**src/rtl/uart_pkg.sv**
```systemverilog
// Shared constants for the UART frame sequencer: state encoding, default widths
// and the saturating frame-counter helper.
package uart_pkg;

  localparam int DEFAULT_FRAME_W = 320;
  localparam int FRAMES_SENT_W   = 16;
  localparam int STATE_W         = 3;

  localparam logic [STATE_W-1:0] ST_IDLE   = 3'd0;
  localparam logic [STATE_W-1:0] ST_LOAD   = 3'd1;
  localparam logic [STATE_W-1:0] ST_SEND   = 3'd2;
  localparam logic [STATE_W-1:0] ST_GAP    = 3'd3;
  localparam logic [STATE_W-1:0] ST_FINISH = 3'd4;

  // Holds at all-ones instead of wrapping back to zero.
  function automatic logic [FRAMES_SENT_W-1:0] sat_inc(input logic [FRAMES_SENT_W-1:0] v);
    return (&v) ? v : v + FRAMES_SENT_W'(1);
  endfunction

endpackage

```
**src/rtl/uart_gap_timer.sv**
```systemverilog
// Loadable down-counter that times the idle gap between consecutive frames.
module uart_gap_timer #(
  parameter int GAP_W = 8
) (
  input  logic             clk,
  input  logic             rst,
  input  logic             load_i,
  input  logic [GAP_W-1:0] load_val_i,
  input  logic             dec_i,
  output logic             zero_o,
  output logic             expire_o
);

  logic [GAP_W-1:0] count_q, count_d;

  always_comb begin
    count_d = count_q;
    if (load_i) begin
      count_d = load_val_i;
    end else if (dec_i && (count_q != '0)) begin
      count_d = count_q - GAP_W'(1);
    end
  end

  always_ff @(posedge clk) begin
    if (rst) begin
      count_q <= '0;
    end else begin
      count_q <= count_d;
    end
  end

  // expire marks the last gap cycle, so the FSM can leave GAP on the same edge.
  assign zero_o   = (count_q == '0);
  assign expire_o = (count_q == GAP_W'(1));

endmodule

```
**src/rtl/uart_frame_sequencer.sv**
```systemverilog
// Steps through NUM_FRAMES frames from the caller's source, presenting each on
// the send/send_done handshake with a programmable idle gap in between.
module uart_frame_sequencer
  import uart_pkg::*;
#(
  parameter int FRAME_W    = DEFAULT_FRAME_W,
  parameter int NUM_FRAMES = 4,
  parameter int IDX_W      = 2,
  parameter int GAP_W      = 8
) (
  input  logic                     clk,
  input  logic                     rst,
  input  logic                     start,
  input  logic                     repeat_en,
  input  logic [GAP_W-1:0]         gap_cycles,
  output logic [IDX_W-1:0]         frame_idx,
  input  logic [FRAME_W-1:0]       frame_in,
  output logic                     send,
  output logic [FRAME_W-1:0]       data,
  input  logic                     send_done,
  output logic                     busy,
  output logic                     seq_done,
  output logic [FRAMES_SENT_W-1:0] frames_sent,
  output logic [STATE_W-1:0]       sta
);

  localparam logic [IDX_W-1:0] LAST_IDX = IDX_W'(NUM_FRAMES - 1);

  logic [STATE_W-1:0]       state_q, state_d;
  logic [IDX_W-1:0]         idx_q, idx_d;
  logic [FRAME_W-1:0]       data_q, data_d;
  logic [FRAMES_SENT_W-1:0] sent_q, sent_d;
  logic                     send_q, send_d;
  logic                     busy_q, busy_d;
  logic                     seq_done_q, seq_done_d;

  logic gap_load, gap_dec, gap_zero, gap_expire;

  uart_gap_timer #(
    .GAP_W (GAP_W)
  ) u_gap_timer (
    .clk        (clk),
    .rst        (rst),
    .load_i     (gap_load),
    .load_val_i (gap_cycles),
    .dec_i      (gap_dec),
    .zero_o     (gap_zero),
    .expire_o   (gap_expire)
  );

  always_comb begin
    state_d    = state_q;
    idx_d      = idx_q;
    data_d     = data_q;
    sent_d     = sent_q;
    seq_done_d = 1'b0;
    gap_load   = 1'b0;
    gap_dec    = 1'b0;

    case (state_q)
      ST_IDLE: begin
        if (start) begin
          state_d = ST_LOAD;
          idx_d   = '0;
        end
      end

      ST_LOAD: begin
        data_d   = frame_in;
        gap_load = 1'b1;
        state_d  = ST_SEND;
      end

      // The last frame always goes through FINISH; a zero gap skips GAP entirely.
      ST_SEND: begin
        if (send_done) begin
          sent_d = sat_inc(sent_q);
          if (idx_q == LAST_IDX) begin
            state_d = ST_FINISH;
          end else if (gap_zero) begin
            state_d = ST_LOAD;
            idx_d   = idx_q + IDX_W'(1);
          end else begin
            state_d = ST_GAP;
          end
        end
      end

      ST_GAP: begin
        gap_dec = 1'b1;
        if (gap_expire) begin
          state_d = ST_LOAD;
          idx_d   = idx_q + IDX_W'(1);
        end
      end

      ST_FINISH: begin
        idx_d = '0;
        if (repeat_en) begin
          state_d = ST_LOAD;
        end else begin
          seq_done_d = 1'b1;
          state_d    = ST_IDLE;
        end
      end

      default: begin
        state_d = ST_IDLE;
      end
    endcase
  end

  // send is only ever high in SEND, so it follows the next state directly.
  assign send_d = (state_d == ST_SEND);
  assign busy_d = (state_d != ST_IDLE);

  always_ff @(posedge clk) begin
    if (rst) begin
      state_q    <= ST_IDLE;
      idx_q      <= '0;
      data_q     <= '0;
      sent_q     <= '0;
      send_q     <= 1'b0;
      busy_q     <= 1'b0;
      seq_done_q <= 1'b0;
    end else begin
      state_q    <= state_d;
      idx_q      <= idx_d;
      data_q     <= data_d;
      sent_q     <= sent_d;
      send_q     <= send_d;
      busy_q     <= busy_d;
      seq_done_q <= seq_done_d;
    end
  end

  assign frame_idx   = idx_q;
  assign data        = data_q;
  assign frames_sent = sent_q;
  assign send        = send_q;
  assign busy        = busy_q;
  assign seq_done    = seq_done_q;
  assign sta         = state_q;

endmodule

```
**config.mk**
```make
export PLATFORM = sky130hd
export DESIGN_NAME = uart_frame_sequencer
export DESIGN_NICKNAME = d
export VERILOG_FILES = /design/src/rtl/uart_pkg.sv /design/src/rtl/uart_gap_timer.sv /design/src/rtl/uart_frame_sequencer.sv
export SDC_FILE = /design/constraint.sdc
export NUM_CORES = 1
export LEC_CHECK = 0
export ABC_CLOCK_PERIOD_IN_PS = 2250
export CAP_MARGIN = 10
export CORE_AREA = 2 2 264 266
export DETAILED_ROUTE_END_ITERATION = 10
export DIE_AREA = 0 0 266 268
export DONT_BUFFER_PORTS = 1
export GPL_ROUTABILITY_DRIVEN = 1
export PLACE_DENSITY = 0.35
export SLEW_MARGIN = 20
export SYNTH_ARGS = -nofsm -noshare
export SYNTH_HDL_FRONTEND = slang
export SYNTH_HIERARCHICAL = 1
export SYNTH_SLANG_ARGS = --single-unit
```
**constraint.sdc**
```tcl
create_clock -name clk -period 2.25 [get_ports clk]
set_input_delay 0.3375 -clock clk [delete_from_list [all_inputs] [get_ports clk]]
set_output_delay 0.3375 -clock clk [all_outputs]
set_load 0.02 [all_outputs]
```
==> results of run 1 <==
## state kept, by name (all words and copies together), names as in the netlist
signal               flops
frame_idx                2
seq_done                 1
sta                      3
send                     1
u_gap_timer/count_q      8
frames_sent             16
data                   320
busy                     1
## area by class of cell
type	instances	area, um2
Clock buffer	64	1300
Clock inverter	14	111
Fill cell	7253	48300
Inverter	13	61.3
Multi-Input combinational cell	1117	5120
Sequential cell	352	7050
Tap cell	882	1100
Timing Repair Buffer	503	5160
## logic make-up (layout without fill, tap and decap cells)
kind of cell / after synthesis / after routing / synth area share (%)
compound gates: 368 / 368 / 15.4
buf+inv: 129 / 594 / 4.26
simple gates: 731 / 731 / 23.2
fa+ha+maj: 5 / 5 / 0.494
flops: 352 / 352 / 55.6
mux: 10 / 10 / 0.869
xor+xnor: 3 / 3 / 0.207
## critical path, cell delays in order (launching register included)
cell	delay, ns
dfxtp_1	0.32
buf_4	0.20
nor2_2	0.16
nand2_4	0.11
clkinv_8	0.12
buf_12	0.22
buf_4	0.19
nand2_1	0.06
a21oi_1	0.11
dlygate4sd3_1	0.56
## through the flow
stage                     total power [mW]  worst slack, ns  instances  hold slack, ns
after floorplan                       8.56            0.246       1598           0.414
after global placement                9.06            0.280       2422           0.435
after detailed placement              9.08            0.283       2422           0.434
after CTS                             16.7           0.0202       2886          -0.176
after global routing                  17.5         -0.00458       2945        -0.00237
final                                 16.7           0.0975       2945          0.0256
## worst max-delay path by stage
stage | from | endpoint | slack [ns] | cells past startpoint
5_1_grt | sta[2] | data[310] | -0.005 | 9
3_3_place_gp | u_gap_timer/count_q[0] | frame_idx[0] | 0.28 | 8
6_report | sta[2] | data[310] | 0.1 | 9
2_1_floorplan | sta[1] | u_gap_timer/count_q[1] | 0.25 | 9
4_1_cts | sta[2] | data[162] | 0.02 | 7
3_5_place_dp | u_gap_timer/count_q[0] | frame_idx[1] | 0.28 | 8
## cells in the mapped netlist, types with 5 or more instances
cell and instances:
dfxtp_1 352, nor2_1 22, nand3_1 11, buf_2 29
clkbuf_1 79, nor2b_1 11, nor3_1 5, a21oi_1 336
a211oi_1 6, buf_1 5, inv_1 11, mux2_2 7
nand2_1 653, ha_1 5
## power groups by stage
stage                     Combinational (mW)  Sequential (mW)  Clock, mW
after floorplan                         1.05             7.51          0
after global placement                  1.39             7.67          0
after detailed placement                1.42             7.67          0
after CTS                               2.01             7.53       7.15
after global routing                    2.55             7.57       7.37
final                                   2.30             7.52       6.90
## routing by layer
metal	part of all wire, %	up-vias	global-route usage [%]
li1	-	6095	-
met1	37	5946	12.9
met2	51	517	22.8
met3	9.5	89	5.20
met4	2.7	6	4.45
met5	0.079	-	0
## what timing repair did
item	CTS	global route
setup buffers	0	7
endpoints found under the hold margin	338	118
resized for setup	0	15
hold buffers	386	47
setup endpoints to repair	0	102
==> results by group, run 1 <==
CTS
  • Clock Latency Late Sink: 0.55 ns
  • CTS tree: yes
  • Clk sinks: 352
  • Clock slew at reported path FFs: 0.06 ns
  • CTS max path bufs: 3
  • H-Tree Depth: 2
  • CTS root buf: clkbuf_16
  • Number of buffers created by CTS: 44

Timing
  • Number of max-slew violations in the final report: 0
  • Fin. Hold Viols: 0
  • Fmax: 465 MHz
  • Tcrit/Tclk final: 95.7%
  • Final Setup Violations: 0
  • Fin Clk Skew: 0.00885 ns
  • Slew at the pin closest to its max-slew limit: 0.665 ns
  • Fin crit period: 2.15 ns
  • Rel. slew slack: 55.5%
  • Setup Total Neg Slack: 0 ns

Critical path
  • Startpoint types: register
  • R2R cell count: 9
  • FF-to-FF End: data[310]
  • R2R Path Start: sta[2]
  • Element type at the critical path end: register
  • Setup Crit Path Kind: register to register
  • Req. time, crit path: 2.74 ns
  • Worst EP arrival: 2.64 ns
  • Crit Path Max Fanout: 38
  • Worst R2R Setup Slack: 0.1 ns

Power
  • Switching portion of total power: 28.7%
  • Psw: 4.79 mW
  • Power share of the clock group: 41.3%
  • PD cells: 840 nW/um2
  • Static Leakage: 7.51 nW
  • Gate power share: 13.8%
  • Internal power: 11.9 mW
  • Peak supply drop: 0.512 mV
  • Reg power frac: 45.0%

Cells and area
  • Post-route core utilization: 29.2%
  • Final instance area: 19,900 um2
  • Fin nets: 2,369
  • Share of cells above drive strength 1: 8.24%
  • P&R area growth vs syn: 57.1%
  • Antenna Cells: 0
  • Most frequent cells in the layout: nand2_1 (652), dlygate4sd3_1 (431), dfxtp_1 (349)
  • Most common cell after layout, fill and taps aside: nand2_1

Yosys
  • Syn nets: 1,936
  • Mapped Cells: 1,598
  • Top cell type's share of synthesized area: 55.6%
  • Synth warn: 6
  • Primary FF master, synth: dfxtp_1
  • Post-Syn Area: 12,700 um2
  • Share of flip-flops with an asynchronous set or reset: 0%
  • Synth area leaders: dfxtp_1 (56%), nand2_1 (19%), a21oi_1 (13%)
  • Syn_area_per_cell: 7.93 um2
  • Netlist cell types: 57
  • Synth area leader: dfxtp_1
  • Flops & latches, synth: 352
  • Register area share after synthesis: 55.6%
  • EDFF count, synth: 0

Floorplan
  • Initial Util: 18.6%
  • # IOs: 677
  • Die Y: 268 um
  • FP Rows: 96
  • Core area: 68,200 um2
  • Die W: 266 um
  • Die footprint: 71,300 um2

Placement
  • GPL Wtd Cong: 0.801
  • Cell Area, Placed: 13,900 um2
  • HPWL after detailed placement: 32,700 um
  • Port-buffer cells: 0

Global routing
  • GRT Overall Usage: 12.6%
  • Largest net degree at the start of global routing: 355
  • Total gr overflow: 0
  • Vias in the first global route: 12,400
  • Initial antenna violation count: 4
  • First-pass GRT wire length: 70,700 um

Flow run
  • Max-cap violations: 0

Drt
  • DRC Markers: 0
  • Antenna-violating nets left: 0
  • Post-DR wirelength/cell: 17.7 um
  • Routed wire length: 52,200 um
  • Number of detailed-route iterations in the first pass: 5
  • Total number of vias: 12,700
  • Via-to-Cell Ratio: 4.30
  • Starting DRT DRC Count: 646

Worst hold path
  • Worst Hold End: data[76]
  • Hold path startpoint: frame_in[76]
  • WHS Path Cells: 2
  • Worst min-delay path category: primary input to register

Status
  • Outcome: finished clean
No activity file was read; power rests on OpenSTA's default activity.
==> run 2, diff against run 1 <==
--- a/config.mk
+++ b/config.mk
@@ -12,7 +12,7 @@
 export DIE_AREA = 0 0 266 268
 export DONT_BUFFER_PORTS = 1
 export GPL_ROUTABILITY_DRIVEN = 1
-export PLACE_DENSITY = 0.35
+export PLACE_DENSITY = 0.36
 export SLEW_MARGIN = 20
 export SYNTH_ARGS = -nofsm -noshare
 export SYNTH_HDL_FRONTEND = slang
==> results by group, run 2 (synthesis gave the netlist of run 1 again) <==
CTS
  • H-Tree Depth: 2
  • Clock slew at reported path FFs: 0.06 ns
  • Clock Latency Late Sink: 0.56 ns
  • Number of buffers created by CTS: 42
  • CTS tree: yes
  • CTS root buf: clkbuf_16
  • CTS max path bufs: 3
  • Clk sinks: 352

Placement
  • GPL Wtd Cong: 0.792
  • HPWL after detailed placement: 31,600 um
  • Port-buffer cells: 0

Timing
  • RSZ-0062 raised after global routing: false
  • Fin. Hold Viols: 0
  • Slew at the pin closest to its max-slew limit: 0.623 ns
  • Fin Clk Skew: 0.0196 ns
  • Final Setup Violations: 0
  • Rel. slew slack: 58.4%
  • Fmax: 466 MHz
  • Setup Total Neg Slack: 0 ns
  • Number of max-slew violations in the final report: 0
  • Final hold slack: 0.118 ns
  • Fin crit period: 2.15 ns
  • Tcrit/Tclk final: 95.4%

Drt
  • Starting DRT DRC Count: 802
  • Antenna-violating nets left: 0
  • Number of detailed-route iterations in the first pass: 5
  • Via-to-Cell Ratio: 4.35
  • Routed wire length: 52,700 um
  • Total number of vias: 13,000
  • Post-DR wirelength/cell: 17.6 um
  • DRC Markers: 0

Floorplan
  • Die W: 266 um
  • Die Y: 268 um
  • Die footprint: 71,300 um2
  • # IOs: 677
  • Core area: 68,200 um2
  • FP Rows: 96
  • Initial Util: 18.6%

Worst hold path
  • Worst Hold End: frame_idx[0]
  • Hold path startpoint: start
  • Worst min-delay path category: primary input to register
  • WHS Path Cells: 3

Cells and area
  • Largest register FFs: 320
  • Share of cells above drive strength 1: 7.04%
  • P&R area growth vs syn: 61.2%
  • Most common cell after layout, fill and taps aside: nand2_1
  • Fin nets: 2,410
  • Most frequent cells in the layout: nand2_1 (652), dlygate4sd3_1 (493), dfxtp_1 (351)

Critical path
  • Req. time, crit path: 2.75 ns
  • Setup Crit Path Kind: register to register
  • FF-to-FF End: sta[0]
  • R2R cell count: 6
  • Crit Path Max Fanout: 4
  • R2R Path Start: frame_idx[0]
  • Startpoint types: register
  • Element type at the critical path end: register
  • Worst R2R Setup Slack: 0.10 ns
  • Worst EP arrival: 2.65 ns

Global routing
  • GRT Overall Usage: 13.1%
  • Largest net degree at the start of global routing: 247
  • Initial antenna violation count: 6
  • Vias in the first global route: 12,900
  • First-pass GRT wire length: 73,700 um
  • Total gr overflow: 0

Power
  • PD cells: 825 nW/um2
  • Peak supply drop: 0.475 mV
  • Static Leakage: 7.98 nW
  • Overall power: 16.9 mW

Status
  • Outcome: finished clean

Flow run
  • Max-cap violations: 0
-- run 2: cell types whose count changed in the layout (fill, tap and decap cells not counted), sizes merged --
cell,previous run,this run
clkinvlp,2,0
diode,0,6
dlygate4sd3,431,493
buf,68,46
clkbuf,68,73
clkinv,12,7
-- run 2: timing repair --
action	4_1_cts	5_1_grt
resized for setup	0	16
hold buffers	494	0
setup endpoints to repair	0	207
setup buffers	0	3
endpoints found under the hold margin	341	0
-- run 2: worst max-delay path by stage --
stage | slack, ns | to | from | cells after the start
floorplan | 0.25 | u_gap_timer/count_q[1] | sta[1] | 9
finish | 0.10 | sta[0] | frame_idx[0] | 6
global route | 0.0002 | frames_sent[12] | frames_sent[1] | 7
detailed placement | 0.26 | send | u_gap_timer/count_q[0] | 8
CTS | 0.02 | data[193] | sta[2] | 7
global placement | 0.32 | frames_sent[9] | frames_sent[1] | 5
-- run 2: per-stage QoR --
| step | cell area, um2 | std cells | util [%] | worst slack (ns) |
|---|---|---|---|---|
| floorplan | 12700 | 1598 | - | 0.246 |
| global placement | 13700 | 2406 | 20.1 | 0.323 |
| detailed placement | 13700 | 2406 | 20.1 | 0.263 |
| CTS | 20100 | 2973 | 29.5 | 0.0195 |
| global route | 20400 | 2987 | 29.9 | 0.000172 |
| finish | 20400 | 2989 | 29.9 | 0.104 |
-- run 2: report_power, final --
part	switching, mW	total (mW)	internal, mW
registers	0.855	7.52	6.67
logic	1.14	2.36	1.22
clock network	2.72	6.97	4.25
-- run 2: per-layer routing --
| layer | routed length (um) | up-vias | track usage [%] |
|---|---|---|---|
| met5 | 0 | - | 0 |
| met4 | 2420 | 0 | 6.59 |
| met2 | 25900 | 578 | 22.8 |
| met1 | 19200 | 6116 | 13.6 |
| met3 | 5200 | 117 | 5.31 |
| li1 | - | 6181 | - |
-- run 2: area by class of cell --
cell class / instances / area (um2)
multi-input cells: 1117 / 5120
fillers: 7185 / 47800
repair buffers: 546 / 5640
clock inverters: 7 / 63.8
well taps: 882 / 1100
flip-flops and latches: 352 / 7050
diodes: 6 / 15.0
clock buffers: 66 / 1370
inverters: 13 / 75.1
-- run 2: critical path, stage by stage, from the launching register on --
cell	delay, ns
dfxtp_1	0.40
ha_1	0.29
or4bb_1	0.53
a21oi_2	0.17
nor2_1	0.08
nor2_1	0.08
dlygate4sd3_1	0.54
==> run 3, diff against run 2 <==
--- a/config.mk
+++ b/config.mk
@@ -16,5 +16,4 @@
 export SLEW_MARGIN = 20
 export SYNTH_ARGS = -nofsm -noshare
 export SYNTH_HDL_FRONTEND = slang
-export SYNTH_HIERARCHICAL = 1
 export SYNTH_SLANG_ARGS = --single-unit
==> results by group, run 3 <==
CTS
  • Clock slew at reported path FFs: 0.07 ns
  • Clk sinks: 352
  • H-Tree Depth: 2
  • CTS tree: yes
  • Number of buffers created by CTS: 43
  • Clock Latency Late Sink: 0.57 ns
  • CTS max path bufs: 3
  • CTS root buf: clkbuf_16

Global routing
  • GRT Overall Usage: 12.4%
  • Vias in the first global route: 12,200
  • First-pass GRT wire length: 70,100 um
  • Total gr overflow: 0
  • Initial antenna violation count: 2
  • Largest net degree at the start of global routing: 353

Critical path
  • Setup Crit Path Kind: register to register
  • CP top delay family: buffers and inverters
  • Critical path cell sequence: or3b_4 -> buf_12 -> buf_4 -> nand2_1 -> a21oi_1 -> dlygate4sd3_1
  • Req. time, crit path: 2.70 ns
  • Crit path buffers/inverters: 3
  • Worst EP arrival: 2.68 ns
  • Slowest stage cell on the critical path: dlygate4sd3_1
  • Startpoint types: register
  • Element type at the critical path end: register
  • Crit Path Max Fanout: 31
  • Max incr delay on CP: 0.57 ns

Yosys
  • Flops & latches, synth: 352
  • Share of flip-flops with an asynchronous set or reset: 0%
  • Post-Syn Area: 12,700 um2
  • Mapped Cells: 1,604
  • Commonest cells in the netlist: nand2_1 (656), dfxtp_1 (352), a21oi_1 (335)
  • Synth warn: 0
  • Netlist cell types: 54
  • Synth area leader: dfxtp_1
  • Primary FF master, synth: dfxtp_1
  • Most common cell in the netlist: nand2_1
  • Register area share after synthesis: 55.4%
  • Top cell type's share of synthesized area: 55.4%
  • EDFF count, synth: 0
  • Synth area leaders: dfxtp_1 (55%), nand2_1 (19%), a21oi_1 (13%)
  • Syn nets: 1,942
  • Syn_area_per_cell: 7.92 um2

Power
  • Psw: 5.14 mW
  • PD cells: 878 nW/um2
  • Switching portion of total power: 29.5%
  • Internal power: 12.3 mW
  • Peak supply drop: 0.586 mV
  • Power share of the clock group: 41.4%
  • Gate power share: 14.2%
  • Reg power frac: 44.4%
  • Static Leakage: 7.56 nW

Drt
  • Starting DRT DRC Count: 658
  • Number of detailed-route iterations in the first pass: 5
  • Total number of vias: 12,600
  • DRC Markers: 0
  • Routed wire length: 50,900 um
  • Antenna-violating nets left: 0
  • Post-DR wirelength/cell: 17.3 um
  • Via-to-Cell Ratio: 4.28

Floorplan
  • Initial Util: 18.6%
  • # IOs: 677
  • FP Rows: 96
  • Core area: 68,200 um2
  • Die footprint: 71,300 um2
  • Die Y: 268 um
  • Die W: 266 um

Cells and area
  • Post-route core utilization: 29.1%
  • Finished Layout Cells: 2,944
  • P&R area growth vs syn: 56.0%
  • Final instance area: 19,800 um2
  • Most frequent cells in the layout: nand2_1 (655), dlygate4sd3_1 (451), dfxtp_1 (341)
  • Share of cells above drive strength 1: 6.79%
  • Area of the multi-input gates: 5150 um2
  • Register area: 7060 um2
  • Fill cells: 7,190
  • Most common cell after layout, fill and taps aside: nand2_1
  • Largest register FFs: 320
  • Fin nets: 2,369

Status
  • Outcome: finished, violations left
  • Failing checks: negative hold slack

Placement
  • Port-buffer cells: 0
  • Placed Cells: 2,409
  • HPWL after detailed placement: 32,100 um
  • Cell Area, Placed: 13,700 um2
  • GPL Wtd Cong: 0.806

Timing
  • Fin. Hold Viols: 1
  • Fin Clk Skew: 0.0177 ns
  • Number of max-slew violations in the final report: 0
  • Slew at the pin closest to its max-slew limit: 0.567 ns
  • Fin crit period: 2.23 ns
  • Final hold slack: -0.00638 ns
  • Tcrit/Tclk final: 99.0%
  • Rel. slew slack: 62.1%
  • Setup Total Neg Slack: 0 ns
  • Final Setup Violations: 0
  • Fmax: 449 MHz

Flow run
  • Max-cap violations: 0

Worst hold path
  • Worst min-delay path category: primary input to register
run 3: changes by cell type after synthesis, sizes merged, moves of 5 or more:
cell,delta
buf,+24
clkbuf,-24
inv,-6
or4,+6
o21ai,+5
run 3: worst paths after layout:
check | endpoint | slack, ns | start | cells past startpoint
worst max-delay path | data[166] | 0.02 | sta[0] | 6
worst max register to register | data[166] | 0.02 | sta[0] | 6
worst min-delay path | u_gap_timer.count_q[1] | -0.006 | gap_cycles[1] | 2
worst min register to register | u_gap_timer.count_q[1] | 0.52 | u_gap_timer.count_q[1] | 2
run 3: logic make-up after synthesis:
kind of cell             count (synthesis)  synth area share (%)
buffers and inverters                  121                  4.20
adder cells (fa/ha/maj)                  5                 0.492
AND/OR/NAND/NOR                        743                  23.7
flip-flops                             352                  55.4
multiplexers                             6                 0.512
AO/OA/AOI/OAI                          377                  15.6
run 3: through the flow:
step | worst slack, ns | power (mW)
after floorplan | 0.481 | 8.94
after global placement | 0.394 | 9.43
after detailed placement | 0.369 | 9.47
after CTS | 0.0156 | 17.4
after global routing | -0.0191 | 18.2
final | 0.0228 | 17.4
run 3: per-layer routing:
layer,global-route usage (%),routed length (um)
met1,12.8,18600
met2,22.8,26300
met3,4.50,4400
met4,4.72,1580
met5,0,0
run 3: final cells by class:
class | instances | area share, %
repair buffers | 498 | 25.4
clock inverters | 15 | 1.11
well taps | 882 | 5.57
diodes | 1 | 0.0126
clock buffers | 60 | 6.25
flip-flops and latches | 352 | 35.6
inverters | 5 | 0.0947
multi-input cells | 1131 | 26.0
run 3: repair_timing:
| item | in CTS | in global routing |
|---|---|---|
| hold endpoints to repair | 344 | 121 |
| hold buffers | 359 | 94 |
| setup endpoints to repair | 0 | 156 |
| resized for setup | 0 | 15 |
| setup buffers | 0 | 4 |
run 3: power groups by stage:
| stage | Combinational (mW) | Clock [mW] | Sequential (mW) |
|---|---|---|---|
| after floorplan | 1.27 | 0 | 7.68 |
| after global placement | 1.56 | 0 | 7.87 |
| after detailed placement | 1.60 | 0 | 7.86 |
| after CTS | 2.19 | 7.49 | 7.73 |
| after global routing | 2.73 | 7.71 | 7.77 |
| final | 2.47 | 7.22 | 7.73 |
